File: src/rtl/guvm_mem_arbiter_if.sv
// Bus bundle for guvm_mem_arbiter: instruction port, data port and shared memory channel.
// The arbiter connects through the slave modport; the requesters/memory model use master.
interface guvm_mem_arbiter_if;
   logic        instr_req_i;
   logic [31:0] instr_addr_i;
   logic        instr_gnt_o;
   logic        instr_rvalid_o;

   logic        data_req_i;
   logic        data_we_i;
   logic [3:0]  data_be_i;
   logic [31:0] data_addr_i;
   logic [31:0] data_wdata_i;
   logic        data_gnt_o;
   logic        data_rvalid_o;

   logic [31:0] rdata_o;

   logic        mem_req_o;
   logic        mem_we_o;
   logic [3:0]  mem_be_o;
   logic [31:0] mem_addr_o;
   logic [31:0] mem_wdata_o;
   logic        mem_gnt_i;
   logic        mem_rvalid_i;
   logic [31:0] mem_rdata_i;

   modport slave (
      input  instr_req_i, instr_addr_i,
      output instr_gnt_o, instr_rvalid_o,
      input  data_req_i, data_we_i, data_be_i, data_addr_i, data_wdata_i,
      output data_gnt_o, data_rvalid_o,
      output rdata_o,
      output mem_req_o, mem_we_o, mem_be_o, mem_addr_o, mem_wdata_o,
      input  mem_gnt_i, mem_rvalid_i, mem_rdata_i
   );

   modport master (
      output instr_req_i, instr_addr_i,
      input  instr_gnt_o, instr_rvalid_o,
      output data_req_i, data_we_i, data_be_i, data_addr_i, data_wdata_i,
      input  data_gnt_o, data_rvalid_o,
      input  rdata_o,
      input  mem_req_o, mem_we_o, mem_be_o, mem_addr_o, mem_wdata_o,
      output mem_gnt_i, mem_rvalid_i, mem_rdata_i
   );
endinterface

File: src/rtl/guvm_mem_arbiter.sv
// Two-requester (instr/data) arbiter onto one in-order memory channel with an ID FIFO for responses.
// Define GUVM_ARB_ROUND_ROBIN_EN for round-robin contention; default is fixed data priority.
module guvm_mem_arbiter #(
   parameter int unsigned MAX_OUTSTANDING = 2
) (
   input  logic              clk_i,
   input  logic              rst_i,
   guvm_mem_arbiter_if.slave bus,
   output logic              err_o
);

   typedef enum logic {ST_OPEN, ST_LOCKED} lock_state_e;
   typedef enum logic {ID_INSTR = 1'b0, ID_DATA = 1'b1} req_id_e;

   localparam logic [2:0] DEPTH    = 3'(MAX_OUTSTANDING);
   localparam logic [1:0] LAST_PTR = 2'(MAX_OUTSTANDING - 1);

   lock_state_e state_q, state_d;
   req_id_e     sel;
   req_id_e     locked_sel_q, locked_sel_d;
   req_id_e     id_fifo_q [4];
   req_id_e     head_id;
   logic [1:0]  wr_ptr_q, rd_ptr_q;
   logic [2:0]  count_q;
   logic        any_req;
   logic        not_full;
   logic        handshake;
   logic        pop;
   logic        spurious;

`ifdef GUVM_ARB_ROUND_ROBIN_EN
   req_id_e     prio_q;
`endif

   function automatic logic [1:0] next_ptr(input logic [1:0] p);
      return (p == LAST_PTR) ? 2'd0 : p + 2'd1;
   endfunction

   assign any_req   = bus.instr_req_i | bus.data_req_i;
   assign not_full  = (count_q < DEPTH);
   assign handshake = bus.mem_req_o & bus.mem_gnt_i;
   assign head_id   = id_fifo_q[rd_ptr_q];
   assign pop       = bus.mem_rvalid_i & (count_q != 3'd0) & !rst_i;
   assign spurious  = bus.mem_rvalid_i & (count_q == 3'd0);

   // A stalled request keeps its selection so the memory never sees fields change mid-request.
   always_comb begin
      if (state_q == ST_LOCKED) begin
         sel = locked_sel_q;
      end else if (bus.instr_req_i && bus.data_req_i) begin
`ifdef GUVM_ARB_ROUND_ROBIN_EN
         sel = prio_q;
`else
         sel = ID_DATA;
`endif
      end else if (bus.data_req_i) begin
         sel = ID_DATA;
      end else begin
         sel = ID_INSTR;
      end
   end

   always_comb begin
      bus.mem_req_o   = any_req & not_full & !rst_i;
      bus.mem_we_o    = 1'b0;
      bus.mem_be_o    = 4'hF;
      bus.mem_addr_o  = bus.instr_addr_i;
      bus.mem_wdata_o = '0;
      if (sel == ID_DATA) begin
         bus.mem_we_o    = bus.data_we_i;
         bus.mem_be_o    = bus.data_be_i;
         bus.mem_addr_o  = bus.data_addr_i;
         bus.mem_wdata_o = bus.data_wdata_i;
      end
   end

   assign bus.instr_gnt_o    = handshake & (sel == ID_INSTR);
   assign bus.data_gnt_o     = handshake & (sel == ID_DATA);
   assign bus.instr_rvalid_o = pop & (head_id == ID_INSTR);
   assign bus.data_rvalid_o  = pop & (head_id == ID_DATA);
   assign bus.rdata_o        = bus.mem_rdata_i;

   always_comb begin
      state_d      = state_q;
      locked_sel_d = locked_sel_q;
      if (handshake) begin
         state_d = ST_OPEN;
      end else if (bus.mem_req_o) begin
         state_d      = ST_LOCKED;
         locked_sel_d = sel;
      end else begin
         state_d = ST_OPEN;
      end
   end

   always_ff @(posedge clk_i) begin
      if (rst_i) begin
         state_q      <= ST_OPEN;
         locked_sel_q <= ID_INSTR;
      end else begin
         state_q      <= state_d;
         locked_sel_q <= locked_sel_d;
      end
   end

   always_ff @(posedge clk_i) begin
      if (rst_i) begin
         wr_ptr_q <= '0;
         rd_ptr_q <= '0;
         count_q  <= '0;
         err_o    <= 1'b0;
         for (int unsigned i = 0; i < 4; i++) begin
            id_fifo_q[i] <= ID_INSTR;
         end
      end else begin
         if (handshake) begin
            id_fifo_q[wr_ptr_q] <= sel;
            wr_ptr_q            <= next_ptr(wr_ptr_q);
         end
         if (pop) begin
            rd_ptr_q <= next_ptr(rd_ptr_q);
         end
         case ({handshake, pop})
            2'b10:   count_q <= count_q + 3'd1;
            2'b01:   count_q <= count_q - 3'd1;
            default: count_q <= count_q;
         endcase
         if (spurious) begin
            err_o <= 1'b1;
         end
      end
   end

`ifdef GUVM_ARB_ROUND_ROBIN_EN
   // The requester that just lost becomes the contention winner for the next handshake.
   always_ff @(posedge clk_i) begin
      if (rst_i) begin
         prio_q <= ID_INSTR;
      end else if (handshake) begin
         prio_q <= (sel == ID_INSTR) ? ID_DATA : ID_INSTR;
      end
   end
`endif

endmodule

File: src/flat_wrapper.sv
// flat-port wrapper written by rule: the top's interface ports become plain ports
module guvm_mem_arbiter_flat 
#(
   parameter int unsigned MAX_OUTSTANDING = 2
)
  (clk_i, rst_i, err_o, bus_instr_req_i, bus_instr_addr_i, bus_instr_gnt_o, bus_instr_rvalid_o, bus_data_req_i, bus_data_we_i, bus_data_be_i, bus_data_addr_i, bus_data_wdata_i, bus_data_gnt_o, bus_data_rvalid_o, bus_rdata_o, bus_mem_req_o, bus_mem_we_o, bus_mem_be_o, bus_mem_addr_o, bus_mem_wdata_o, bus_mem_gnt_i, bus_mem_rvalid_i, bus_mem_rdata_i);
  guvm_mem_arbiter_if bus_i ();
  input  logic clk_i;
  input  logic rst_i;
  output logic err_o;
  input wire logic [$bits(bus_i.instr_req_i)-1:0] bus_instr_req_i;
  input wire logic [$bits(bus_i.instr_addr_i)-1:0] bus_instr_addr_i;
  output wire logic [$bits(bus_i.instr_gnt_o)-1:0] bus_instr_gnt_o;
  output wire logic [$bits(bus_i.instr_rvalid_o)-1:0] bus_instr_rvalid_o;
  input wire logic [$bits(bus_i.data_req_i)-1:0] bus_data_req_i;
  input wire logic [$bits(bus_i.data_we_i)-1:0] bus_data_we_i;
  input wire logic [$bits(bus_i.data_be_i)-1:0] bus_data_be_i;
  input wire logic [$bits(bus_i.data_addr_i)-1:0] bus_data_addr_i;
  input wire logic [$bits(bus_i.data_wdata_i)-1:0] bus_data_wdata_i;
  output wire logic [$bits(bus_i.data_gnt_o)-1:0] bus_data_gnt_o;
  output wire logic [$bits(bus_i.data_rvalid_o)-1:0] bus_data_rvalid_o;
  output wire logic [$bits(bus_i.rdata_o)-1:0] bus_rdata_o;
  output wire logic [$bits(bus_i.mem_req_o)-1:0] bus_mem_req_o;
  output wire logic [$bits(bus_i.mem_we_o)-1:0] bus_mem_we_o;
  output wire logic [$bits(bus_i.mem_be_o)-1:0] bus_mem_be_o;
  output wire logic [$bits(bus_i.mem_addr_o)-1:0] bus_mem_addr_o;
  output wire logic [$bits(bus_i.mem_wdata_o)-1:0] bus_mem_wdata_o;
  input wire logic [$bits(bus_i.mem_gnt_i)-1:0] bus_mem_gnt_i;
  input wire logic [$bits(bus_i.mem_rvalid_i)-1:0] bus_mem_rvalid_i;
  input wire logic [$bits(bus_i.mem_rdata_i)-1:0] bus_mem_rdata_i;
  assign bus_i.instr_req_i = bus_instr_req_i;
  assign bus_i.instr_addr_i = bus_instr_addr_i;
  assign bus_instr_gnt_o = bus_i.instr_gnt_o;
  assign bus_instr_rvalid_o = bus_i.instr_rvalid_o;
  assign bus_i.data_req_i = bus_data_req_i;
  assign bus_i.data_we_i = bus_data_we_i;
  assign bus_i.data_be_i = bus_data_be_i;
  assign bus_i.data_addr_i = bus_data_addr_i;
  assign bus_i.data_wdata_i = bus_data_wdata_i;
  assign bus_data_gnt_o = bus_i.data_gnt_o;
  assign bus_data_rvalid_o = bus_i.data_rvalid_o;
  assign bus_rdata_o = bus_i.rdata_o;
  assign bus_mem_req_o = bus_i.mem_req_o;
  assign bus_mem_we_o = bus_i.mem_we_o;
  assign bus_mem_be_o = bus_i.mem_be_o;
  assign bus_mem_addr_o = bus_i.mem_addr_o;
  assign bus_mem_wdata_o = bus_i.mem_wdata_o;
  assign bus_i.mem_gnt_i = bus_mem_gnt_i;
  assign bus_i.mem_rvalid_i = bus_mem_rvalid_i;
  assign bus_i.mem_rdata_i = bus_mem_rdata_i;
  guvm_mem_arbiter #(.MAX_OUTSTANDING(MAX_OUTSTANDING)) u_core (.clk_i(clk_i), .rst_i(rst_i), .bus(bus_i), .err_o(err_o));
endmodule
File: config.mk
export PLATFORM = sky130hd
export DESIGN_NAME = guvm_mem_arbiter_flat
export DESIGN_NICKNAME = d
export VERILOG_FILES = /design/src/rtl/guvm_mem_arbiter_if.sv /design/src/rtl/guvm_mem_arbiter.sv /design/src/flat_wrapper.sv
export SDC_FILE = /design/constraint.sdc
export NUM_CORES = 1
export LEC_CHECK = 0
export BUFFER_PORTS_ARGS = -buffer_cell sky130_fd_sc_hd__buf_2
export CORE_AREA = 2 2 96 98
export CTS_BUF_LIST = sky130_fd_sc_hd__clkbuf_2
export DETAILED_ROUTE_END_ITERATION = 6
export DIE_AREA = 0 0 98 100
export HOLD_SLACK_MARGIN = 0.06
export PLACE_DENSITY = 0.61
export SYNTH_ARGS = -nofsm -noshare
export SYNTH_HDL_FRONTEND = slang
export SYNTH_SLANG_ARGS = --single-unit
File: constraint.sdc
create_clock -name clk_i -period 2.75 [get_ports clk_i]
set_input_delay 0.275 -clock clk_i [delete_from_list [all_inputs] [get_ports clk_i]]
set_output_delay 0.275 -clock clk_i [all_outputs]
set_load 0.005 [all_outputs]
==> run summary, run 1 <==
run status: completed
critical path class: register to register
endpoint of the worst register-to-register path: u_core.count_q[2]
total internal power: 0.000500 W
relative area change from synthesis to final layout: 50.3%
type of origin of the critical path: register
core box area: 0.00889 mm2
Hold Crit Class: primary input to register
YS warnings: 0
worst reg-to-reg setup slack: 0.61 ns
critical-path cell with the highest stage delay: dfxtp_1
count of endpoints failing setup in the final report: 0
delay of the slowest cell on the worst path: 0.44 ns
final period demand of the worst path: 2.14 ns
number of max-cap violations: 0
maximum number of pins on one net before global-route repair: 77
H-tree Lvls: 1
Fmax achieved: 0.468 GHz
routability-driven placement congestion ratio: 0.792
post-synthesis register bit count: 16
most used flip-flop cell after synthesis: dfxtp_1
largest fanout of any net on the critical path: 5
count of fill cells added during filler insertion: 964
total buffers and inverters traversed by the critical path: 1
clock tree from TritonCTS: done
area enclosed by the die boundary: 0.00980 mm2
unrepaired setup endpoints after global routing: false
share of synthesized area occupied by flip-flops and latches: 22.5%
sequential fraction of design power: 36.8%
vias in the first global route: 1,491
fraction of synthesis flops using an asynchronous set or reset pin: 0%
final core area utilization: 27.1%
chip width: 98 um
TritonCTS Sinks: 16
Clk pin slew, worst setup/hold paths: 0.15 ns
switching power: 0.000241 W
count of distinct cell types in the synthesized netlist: 34
number of nets produced by synthesis: 323
post-detailed-route count of antenna-violating nets: 0
cts hold-fix bufs: 0
half-perimeter wire length of the detailed placement result: 6250 um
share of post-route cells with drive strength above 1: 70.0%
Net Sw Frac: 32.6%
root buffer selected by CTS: clkbuf_2
final worst slack: 0.612 ns
data required time at the worst endpoint: 2.99 ns
count of endpoints failing hold in the final timing report: 0
family of cells with the greatest summed delay on the critical path: adder cells
antenna diode count: 0
Critical Path, Cell by Cell: o31ai_1 -> nor2_1 -> ha_1 -> inv_1 -> fa_1 -> xor2_1 -> or3_2 -> a21oi_1
IO Pins: 246
post-route clock period utilization: 77.7%
drt first-iter violations: 37
remaining design rule violation count: 0
Crit. path cell count: 8
proportion of power drawn by combinational gates: 47.7%
number of buffers added on ports: 181
cell area power density: 308 mW/mm2
routed via count: 1,710
post-place setup slack: 0.546 ns
worst setup skew after layout: 0.00206 ns
worst rel slew slack: 66.6%
global-route wire length before repair: 9080 um
Arr. time, crit path: 2.37 ns
number of instances in the synthesized netlist: 182
Critical Path Sink Type: register
clock insertion delay at the later pin of the skew report: 0.29 ns
number of gates given a new drive strength after cts: 0
global-route total usage across every layer: 12.5%
Clk network pwr share: 15.5%
post-detailed-routing wire length: 6930 um
leakage dissipation: 1.26 nW
Worst Hold End: u_core.err_o
worst hold path cell count: 3
ratio of routed vias to standard cells: 3.90
launch instance of the worst min-delay path: bus_mem_rvalid_i
syn_area_per_cell: 8.80 um2
area of the mapped netlist: 0.00160 mm2
worst setup path startpoint: u_core.count_q[1]
FF-to-FF Start: u_core.count_q[1]
worst reg2reg path depth: 8
count of buffers added by post-CTS timing repair for setup: 0
# rows: 35
biggest area contributors in the synthesized netlist: mux2_2 22%, buf_4 15%, dfxtp_1 15%, nor2b_1 13%, edfxtp_1 7.5%
most common library cells after synthesis: 33 x buf_4, 33 x nor2b_1, 32 x mux2_2
Power Total: 0.000742 W
CTS Buffer Depth: 2
nets: 469
leftover overflow at the end of global routing: 0
area share of the largest cell type after synthesis: 22.5%
cell type with the largest total area after synthesis: mux2_2
count of flip-flops with a built-in enable after synthesis: 4
Post-Route Setup TNS: 0 ns
worst slew pin tran: 0.497 ns
Slew Viols, Final: 0
Initial Util: 18.0%
clock buffer count from CTS: 3
worst hold margin: 0.243 ns
worst vdd rail ir drop: 0.110 mV
detailed-router iteration count before antenna repair: 4
wire length per cell after detailed routing: 15.8 um
initial antenna violation count: 0
Die H: 100 um
==> cell type report <==
cell class	instances	area [um2]	area share (%)
tap	111	139	5.77
multi-input combinational	116	925	38.4
clock buffer	4	20.0	0.832
inverter	8	30.0	1.25
sequential	16	360	15.0
timing repair buffer	183	933	38.8
==> power groups by stage <==
stage	sequential (W)	combinational (W)	clock (W)
global route	0.000276	0.000393	0.000128
finish	0.000273	0.000354	0.000115
detailed placement	0.000278	0.000356	0
floorplan	0.000275	0.000219	0
CTS	0.000273	0.000359	0.000119
global placement	0.000278	0.000352	0
==> worst max-delay path by stage <==
stage / slack (ns) / endpoint
global route: 0.47 / u_core.count_q[2]
CTS: 0.59 / u_core.count_q[2]
floorplan: 0.58 / u_core.count_q[2]
detailed placement: 0.55 / u_core.count_q[2]
finish: 0.61 / u_core.count_q[2]
global placement: 0.62 / u_core.count_q[2]
==> kinds of logic after synthesis <==
logic type | synth area share [%]
and+or+nand+nor | 21.7
buffers and inverters | 20.5
muxes | 25.2
DFF | 22.5
AOI/OAI and AO/OA | 6.41
xor gates and xnor gates | 1.64
adders and majority gates | 2.03
==> through the flow <==
stage	area [um2]	std cells
after global placement	2390	434
after global routing	2410	438
after CTS	2410	438
after detailed placement	2390	434
after floorplan	1600	182
final	2410	438
==> metal layers <==
metal | vias up | routed length [um] | track usage, %
met3 | 2 | 2060 | 16.9
met5 | - | 0 | 0
met1 | 721 | 2010 | 11.3
met2 | 123 | 2830 | 16.9
met4 | 0 | 27 | 2.67
li1 | 864 | - | -
==> worst min-delay path: cells and delay by family <==
| kind | cells | cell delay, ns |
|---|---|---|
| buf+inv | 1 | 0.09 |
| compound gates | 1 | 0.07 |
| simple gates | 1 | 0.07 |
==> layout by cell type, fill, tap and decap left out, types with 3 or more instances in the layout <==
master / instances
edfxtp_1: 4
clkbuf_2: 4
buf_2: 181
nor3_1: 3
o21ai_0: 5
nor2b_1: 33
or2_2: 4
inv_1: 7
mux2_2: 32
nor2_1: 12
dfxtp_1: 12
No activity file was read; power rests on OpenSTA's default activity.
==> run 2, diff against run 1 <==
- CORE_AREA: 2 2 96 98 -> 2 2 95 97
- DIE_AREA: 0 0 98 100 -> 0 0 97 99
- PLACE_DENSITY: 0.61 -> 0.64
- clock period: 2.75 -> 1.85 ns (I/O delays scaled with it)
==> run summary, run 2 (synthesis results as in run 1) <==
global-route total usage across every layer: 12.3% (-0.22 points)
count of endpoints failing hold in the final timing report: 0 (unchanged)
antenna diode count: 0 (unchanged)
most frequent cells in the layout: 154 x buf_2, 29 x buf_6, 27 x mux2_4
most common cell after layout, fill and taps aside: buf_2
sequential fraction of design power: 29.4% (-7.4 points)
vias in the first global route: 1,896 (+27%)
chip width: 97 um (-1.0%)
remaining design rule violation count: 0 (unchanged)
clock tree from TritonCTS: done
unrepaired setup endpoints after global routing: true
data required time at the worst endpoint: 1.66 ns (-1.33 ns)
initial antenna violation count: 0 (unchanged)
cts hold-fix bufs: 0 (unchanged)
Clk network pwr share: 11.5% (-4.0 points)
Critical Path Sink Type: output port
Clk pin slew, worst setup/hold paths: 0.15 ns (about the same)
area enclosed by the die boundary: 0.00960 mm2 (-2.0%)
number of max-cap violations: 0 (unchanged)
worst rel slew slack: 70.6% (+4.0 points)
most frequent cell on the critical path: buf_12
critical path class: register to output port
clock buffer count from CTS: 3 (unchanged)
detailed-router iteration count before antenna repair: 4 (unchanged)
Critical Path, Cell by Cell: mux2i_4 -> buf_12 -> buf_12 -> buf_16 -> mux2_4 -> buf_6
# rows: 34 (-2.9%)
proportion of power drawn by combinational gates: 59.0% (+11 points)
Die H: 99 um (-1.0%)
root buffer selected by CTS: clkbuf_2
total internal power: 0.000938 W (+88%)
Power Total: 0.00138 W (+87%)
count of endpoints failing setup in the final report: 23 (+23)
post-detailed-route count of antenna-violating nets: 0 (unchanged)
ratio of routed vias to standard cells: 4.19 (+7.4%)
number of cells in the finished layout apart from fillers: 454 (+3.7%)
routability-driven placement congestion ratio: 0.728 (-8.0%)
delay of the slowest cell on the worst path: 0.38 ns (-0.06 ns)
final worst slack: -0.0487 ns (-0.661 ns)
post-route clock period utilization: 103%
type of origin of the critical path: register
worst setup skew after layout: 0.00258 ns (+0.000519 ns)
relative area change from synthesis to final layout: 91.4%
Arr. time, crit path: 1.71 ns (-0.66 ns)
wire length per cell after detailed routing: 15.6 um (-1.5%)
global-route wire length before repair: 9550 um (+5.2%)
clock insertion delay at the later pin of the skew report: 0.29 ns (about the same)
maximum number of pins on one net before global-route repair: 26 (-66%)
Hold Crit Class: primary input to register
violations in the final reports: negative setup slack
switching power: 0.000446 W (+85%)
half-perimeter wire length of the detailed placement result: 5300 um (-15%)
Slew Viols, Final: 0 (unchanged)
family of cells with the greatest summed delay on the critical path: multiplexers
H-tree Lvls: 1 (unchanged)
number of placed instances with taps included: 438 (+0.92%)
Fmax achieved: 0.527 GHz
area of all placed cells without fillers: 0.00307 mm2 (+27%)
number of buffers added on ports: 181 (unchanged)
leftover overflow at the end of global routing: 0 (unchanged)
core box area: 0.00855 mm2 (-3.8%)
IO Pins: 246 (unchanged)
final period demand of the worst path: 1.90 ns
routed via count: 1,903 (+11%)
TritonCTS Sinks: 16 (unchanged)
worst vdd rail ir drop: 0.340 mV (+210%)
total buffers and inverters traversed by the critical path: 4 (+3)
drt first-iter violations: 34 (-8.1%)
cell area after placement: 0.00249 mm2 (+4.5%)
critical-path cell with the highest stage delay: dfxtp_2
share of post-route cells with drive strength above 1: 77.2% (+7.1 points)
worst slew pin tran: 0.436 ns (-0.0609 ns)
Initial Util: 18.7% (+0.71 points)
Net Sw Frac: 32.2% (-0.31 points)
cell area power density: 452 mW/mm2 (+47%)
CTS Buffer Depth: 2 (unchanged)
post-detailed-routing wire length: 7080 um (+2.1%)
nets: 488 (+4.1%)
largest fanout of any net on the critical path: 6 (+1)
leakage dissipation: 1.63 nW (+29%)
run status: complete, but fails checks
-- run 2: cell count changes in the layout (fill, tap and decap cells not counted), sizes merged --
cell    previous run  this run
clkinv             0         1
buf              183       200
bufbuf             0         1
-- run 2: worst paths after layout --
| check | startpoint | endpoint | slack [ns] | cells after the start |
|---|---|---|---|---|
| setup reg to reg | u_core.count_q[2] | u_core.count_q[2] | 0 | 8 |
| hold reg to reg | u_core.rd_ptr_q[1] | u_core.rd_ptr_q[1] | 0.47 | 1 |
| setup / recovery | u_core.state_q | bus_mem_addr_o[11] | -0.05 | 6 |
| hold / removal | rst_i | register | 0.15 | 2 |
-- run 2: power by group through the flow --
stage	sequential [W]	clock, W	combinational (W)
floorplan	0.000410	0	0.000342
global placement	0.000413	0	0.000568
detailed placement	0.000414	0	0.000577
CTS	0.000407	0.000162	0.000660
global route	0.000410	0.000180	0.000878
finish	0.000407	0.000160	0.000817
-- run 2: layer usage --
| layer | up-vias | part of all wire, % | track usage [%] |
|---|---|---|---|
| met5 | - | 0 | 0 |
| met4 | 0 | 0.78 | 2.17 |
| met3 | 15 | 12 | 6.52 |
| met2 | 105 | 51 | 21.0 |
| met1 | 879 | 36 | 13.8 |
| li1 | 904 | - | - |
-- run 2: repair_timing --
action | in CTS | in global routing
gates resized for setup | 10 | 64
endpoints found under the setup margin | 34 | 40
pin swaps | 2 | 3
cloned | 3 | 1
buffers inserted | 5 | 3
-- run 2: per-stage QoR --
stage | hold WS, ns | util (%) | setup slack [ns] | setup TNS, ns
2_1_floorplan | 0.343 | - | 0.0298 | 0
3_3_place_gp | 0.370 | 29.2 | 0.0268 | 0
3_5_place_dp | 0.370 | 29.2 | -0.0228 | -0.0228
4_1_cts | 0.140 | 31.5 | -0.0731 | -1.30
5_1_grt | 0.144 | 35.9 | -0.119 | -2.71
6_report | 0.147 | 35.9 | -0.0487 | -0.517
-- run 2: worst register-to-register path, cell delays in order, from the launching register on --
cell	delay, ns
dfxtp_4	0.41
o31ai_4	0.09
nor2_2	0.17
ha_4	0.16
inv_2	0.03
fa_2	0.35
xor2_2	0.16
or3_4	0.33
a21oi_2	0.11
-- run 2: layout make-up --
class,count,area [um2]
flip-flops and latches,16,369
fillers,885,5490
multi-input cells,116,1140
clock inverters,1,3.75
inverters,8,30.0
repair buffers,202,1370
well taps,108,135
clock buffers,3,15.0
